===== src/rtl/fp_add_arb.sv =====
// Two-requester arbiter in front of one shared 13-bit {sign,exp[3:0],frac[7:0]} adder.
// The result sits in a single output register guarded by an EMPTY/FULL handshake FSM.
module fp_add_arb #(
    parameter bit RR_EN = 1'b1
) (
    input  logic        clk,
    input  logic        reset,
    input  logic        req0_valid,
    input  logic        req1_valid,
    output logic        req0_ready,
    output logic        req1_ready,
    input  logic [12:0] req0_a,
    input  logic [12:0] req0_b,
    input  logic [12:0] req1_a,
    input  logic [12:0] req1_b,
    input  logic        req0_sub,
    input  logic        req1_sub,
    output logic [12:0] res,
    output logic        res_id,
    output logic        res_valid,
    input  logic        res_ready,
    output logic [15:0] op_cnt
);

    typedef enum logic {EMPTY = 1'b0, FULL = 1'b1} state_t;

    state_t      r_state, w_state_nxt;
    logic [12:0] r_res;
    logic        r_res_id;
    logic        r_ptr;
    logic [15:0] r_op_cnt;

    logic        w_grant, w_acc_en, w_acc;
    logic [12:0] w_a, w_b, w_lg, w_sm, w_res;
    logic [3:0]  w_diff, w_lzc, w_exp;
    logic [7:0]  w_shf, w_frac;
    logic [8:0]  w_sum;

    // Arbitration never looks at operand values, only valids, pointer and FSM state.
    assign w_grant    = (req0_valid & req1_valid) ? (RR_EN ? r_ptr : 1'b0) : req1_valid;
    assign w_acc_en   = (r_state == EMPTY) | res_ready;
    assign req0_ready = ~reset & w_acc_en & ~w_grant & req0_valid;
    assign req1_ready = ~reset & w_acc_en &  w_grant & req1_valid;
    assign w_acc      = req0_ready | req1_ready;

    // Shared adder: operands of the granted requester, b's sign flipped for subtract.
    always_comb begin
        w_a    = w_grant ? req1_a : req0_a;
        w_b    = w_grant ? req1_b : req0_b;
        w_b[12] = w_b[12] ^ (w_grant ? req1_sub : req0_sub);
        if (w_b[11:0] >= w_a[11:0]) begin
            w_lg = w_b;
            w_sm = w_a;
        end else begin
            w_lg = w_a;
            w_sm = w_b;
        end
        w_diff = w_lg[11:8] - w_sm[11:8];
        w_shf  = w_sm[7:0] >> w_diff;
        if (w_lg[12] ^ w_sm[12])
            w_sum = {1'b0, w_lg[7:0]} - {1'b0, w_shf};
        else
            w_sum = {1'b0, w_lg[7:0]} + {1'b0, w_shf};
        w_lzc = 4'd8;
        for (int i = 0; i < 8; i++)
            if (w_sum[i]) w_lzc = 4'(7 - i);
        if (w_sum[8]) begin
            w_exp  = w_lg[11:8] + 4'd1;
            w_frac = w_sum[8:1];
        end else if (w_lzc > w_lg[11:8]) begin
            w_exp  = 4'd0;
            w_frac = 8'd0;
        end else begin
            w_exp  = w_lg[11:8] - w_lzc;
            w_frac = w_sum[7:0] << w_lzc;
        end
        w_res = {w_lg[12], w_exp, w_frac};
    end

    always_ff @(posedge clk or posedge reset) begin
        if (reset) r_state <= EMPTY;
        else       r_state <= w_state_nxt;
    end

    always_comb begin
        w_state_nxt = r_state;
        case (r_state)
            EMPTY:   if (w_acc) w_state_nxt = FULL;
            FULL:    if (res_ready && !w_acc) w_state_nxt = EMPTY;
            default: w_state_nxt = EMPTY;
        endcase
    end

    always_ff @(posedge clk or posedge reset) begin
        if (reset) begin
            r_res    <= 13'h0000;
            r_res_id <= 1'b0;
            r_ptr    <= 1'b0;
            r_op_cnt <= 16'h0000;
        end else begin
            if (w_acc) begin
                r_res    <= w_res;
                r_res_id <= w_grant;
                if (RR_EN) r_ptr <= ~w_grant;
            end
            if ((r_state == FULL) && res_ready && (r_op_cnt != 16'hFFFF))
                r_op_cnt <= r_op_cnt + 16'd1;
        end
    end

    assign res       = r_res;
    assign res_id    = r_res_id;
    assign res_valid = (r_state == FULL);
    assign op_cnt    = r_op_cnt;

endmodule


===== config.mk =====
export PLATFORM = sky130hd
export DESIGN_NAME = fp_add_arb
export DESIGN_NICKNAME = d
export VERILOG_FILES = /design/src/rtl/fp_add_arb.sv
export SDC_FILE = /design/constraint.sdc
export NUM_CORES = 1
export LEC_CHECK = 0
export CAP_MARGIN = 20
export CORE_MARGIN = 4
export CORE_UTILIZATION = 31
export DETAILED_ROUTE_END_ITERATION = 12
export PLACE_DENSITY = 0.53
export SKIP_CTS_REPAIR_TIMING = 1
export SLEW_MARGIN = 25
export SYNTH_ARGS = -nofsm -noshare
export SYNTH_HDL_FRONTEND = slang
export SYNTH_SLANG_ARGS = --single-unit

===== constraint.sdc =====
create_clock -name clk -period 11.95 [get_ports clk]
set_clock_uncertainty 0.1 [all_clocks]
set_input_delay 2.39 -clock clk [delete_from_list [all_inputs] [get_ports clk]]
set_output_delay 2.39 -clock clk [all_outputs]
set_load 0.01 [all_outputs]

==> summary.md <==
| Metric | Value |
|---|---|
| Number of design-rule violations left by the first detailed-router iteration | `227` |
| Synthesized netlist net count | `roughly 580` |
| Final Hold Fails | `0` |
| Sum of routed wire length over all layers | `about 12000 µm` |
| Number of instances in the synthesized netlist | `a little under 500` |
| Number of buffers on the longest clock path | `2` |
| Cell family contributing the most delay on the critical path | `simple AND/OR/NAND/NOR gates` |
| Highest Clock Rate | `90.1 MHz` |
| Std cell rows | `40` |
| Share of synthesized area spent on multiplexers | `between 10% and 20%` |
| Final setup violation count | `0` |
| I/O pins | `a little over 90` |
| Transition time at the pin with the least slew margin | `approximately 0.95 ns` |
| Leading cell types by count after synthesis | `64 x nand2_1, 44 x nor2_1, 35 x mux2i_1` |
| Hold Path Class | `reg -> reg` |
| Grt total ovfl | `0` |
| Total Negative Setup Slacks | `0 ns` |
| Number of detailed-route iterations in the first pass | `5` |
| Average footprint of a synthesized cell | `around 8 µm²` |
| Total routing usage reported by global routing | `16.2%` |
| Area taken by flip-flops and latches | `about 800 µm²` |
| CP Capture Type | `flop` |
| Period utilization | `a little over 90%` |
| Synth-to-layout area growth | `33.9%` |
| Vias in the first global route | `~4000` |
| Number of maximum-capacitance constraint violations | `0` |
| Die outline width | `120 µm` |
| Endpoint required time on the critical path | `11.95 ns` |
| Share of synthesized cell area in full adder, half adder and majority cells | `around a tenth` |
| Worst-path cell with the longest stage delay | `clkdlybuf4s50_1` |
| Top flip-flop cell by instance count after synthesis | `dfrtp_1` |
| Buffers & Inverters on Critical Path | `5` |
| Biggest area contributors in the synthesized netlist | `dfrtp_1 20%, ha_1 9.3%, mux2i_1 9.0%` |
| Max stage delay on crit path | `between 0.4 and 0.5 ns` |
| Placed wire-length estimate after detailed placement | `~9700 µm` |
| Max FO, Critical Path | `16` |
| DRC errors left | `0` |
| Slew Viols, Final | `0` |
| Fraction of the yosys area taken by sequential cells | `between 20% and 30%` |
| Share of the synthesized area in the top cell type | `approximately a fifth` |
| Dominant cell type by area after synthesis | `dfrtp_1` |
| Setup CP Type | `in -> reg` |
| Worst R2R Setup Slack | `a little over 3 ns` |
| Number of vias in the routed layout | `~4000` |
| Vias per Instance | `about 5.2` |
| Antenna violations before repair | `1` |
| Pin count of the biggest net entering global routing | `33` |
| I/O Buffers | `between 90 and 100` |
| Initial standard-cell utilization of the core | `~32%` |
| Synth Area in Compound Gates | `between 20 and 25%` |
| Routability-driven placement congestion ratio | `0.942` |
| Area of the die | `roughly 14000 µm²` |
| CTS tree | `built` |
| Combined area of all synthesized cells | `3910 µm²` |
| Headroom to the max-slew limit | `36.4%` |
| Post-route antenna net violation count | `0` |
| Layout cells sized above 1 | `under 10%` |
| Clock transition at the registers of the reported paths | `0.05 ns` |
| # nets final | `between 600 and 700` |
| Wire length of the first global-routing pass | `between 15000 and 20000 µm` |
| Fin crit period | `11.09 ns` |
| Insertion delay to the later sink of the worst-skew pair | `about 0.27 ns` |
| Async SR Flop Fraction | `between 90% and 100%` |
| Area fraction in and, or, nand and nor cells after synthesis | `a little over a fifth` |
| Vertical extent of the die | `120 µm` |
| Critical Path Source Type | `input port` |
| Number of buffers created by CTS | `5` |
| CTS sink cnt | `32` |
| Post-synth EDFFs | `0` |
| Antenna Cells | `0` |
| Area of the multi-input gates | `slightly below 3000 µm²` |
| Setup repair after global routing missed its margin | `no` |
| Filler cells | `1238` |
| #FFs+latches synth | `32` |
| Post-Synth XOR/XNOR Area | `under 10%` |
| Dominant cell by count in the synthesized netlist | `nand2_1` |
| Result of the run | `completed` |
| Root buffer selected by CTS | `clkbuf_16` |
| Count of distinct cell types in the synthesized netlist | `65` |
| Maximum level of the CTS H-tree | `2` |
| Main combinational cell family by area after synthesis | `compound AO/OA/AOI/OAI gates` |
| Ys Warns | `0` |
| Critical path data arrival time | `roughly 11 ns` |
| Area of the core | `between 10000 and 15000 µm²` |
| Per-cell routed wire length | `around 16 µm` |
==> final cells by class <==
type                            instances  area share [%]
Clock buffer                            7            2.72
Inverter                               28            2.01
Tap cell                              168            4.01
Timing Repair Buffer                  107            19.7
Clock inverter                          1           0.143
Sequential cell                        32            15.3
Multi-Input combinational cell        418            56.2
==> cell families after synthesis <==
logic type | after synthesis
xor gates and xnor gates | 36
muxes | 45
and+or+nand+nor | 175
AOI/OAI and AO/OA | 131
buffers and inverters | 44
DFF | 32
adders and majority gates | 31
==> final timing paths <==
| check | from | endpoint | cells past startpoint |
|---|---|---|---|
| min in group asynchronous | reset | op_cnt[8] | 3 |
| max reg2reg | r_ptr | res[3] | 41 |
| max | req0_valid | res[3] | 42 |
| max in group asynchronous | reset | res[2] | 3 |
| min | r_ptr | r_ptr | 1 |
| min reg2reg | r_ptr | r_ptr | 1 |
==> stage by stage <==
step	util (%)	cell area, µm²	std cells	worst slack [ns]	hold slack [ns]
final	43.1	5240	761	0.856	0.369
after global routing	43.1	5240	761	0.0840	0.407
after CTS	42.9	5220	761	0.404	0.370
after detailed placement	41.7	5070	753	0.164	0.363
after global placement	41.7	5070	753	0.417	0.363
after floorplan	-	3910	494	0.880	0.341
==> cells in the final DEF, fill, tap and decap left out, types with 3 or more instances in the layout <==
cell type,instances
a221oi_1,4
nand4_1,7
nand2_1,63
nor3_1,7
o221ai_1,7
o21ai_1,3
a31oi_1,8
o22ai_1,5
o21ai_0,24
a21o_1,7
a211o_1,3
xor2_1,16
xnor2_1,20
nand3_1,10
mux2_2,6
nor2b_1,6
a22oi_1,3
clkbuf_16,5
nand2b_1,9
nor2_1,44
nand4b_1,3
dfrtp_1,32
a21oi_1,33
clkdlybuf4s50_1,91
mux2i_1,34
inv_1,27
buf_4,16
and2_1,9
o31ai_1,3
o21a_1,5
ha_1,28
and3_1,3
==> registers in the layout, summed over array words and instances (netlist names) <==
name	count
res	13
res_id	1
res_valid	1
r_ptr	1
op_cnt	16
==> routing by layer <==
metal | track usage [%] | share of wire, % | up-vias
li1 | - | - | 1999
met1 | 21.2 | 46 | 1865
met2 | 27.7 | 47 | 110
met3 | 3.37 | 5.6 | 16
met4 | 3.47 | 1.3 | 2
met5 | 0 | 0.11 | -
Power is not shown: default switching activity piles up to over one toggle a cycle in this logic, so the estimate is an artifact.
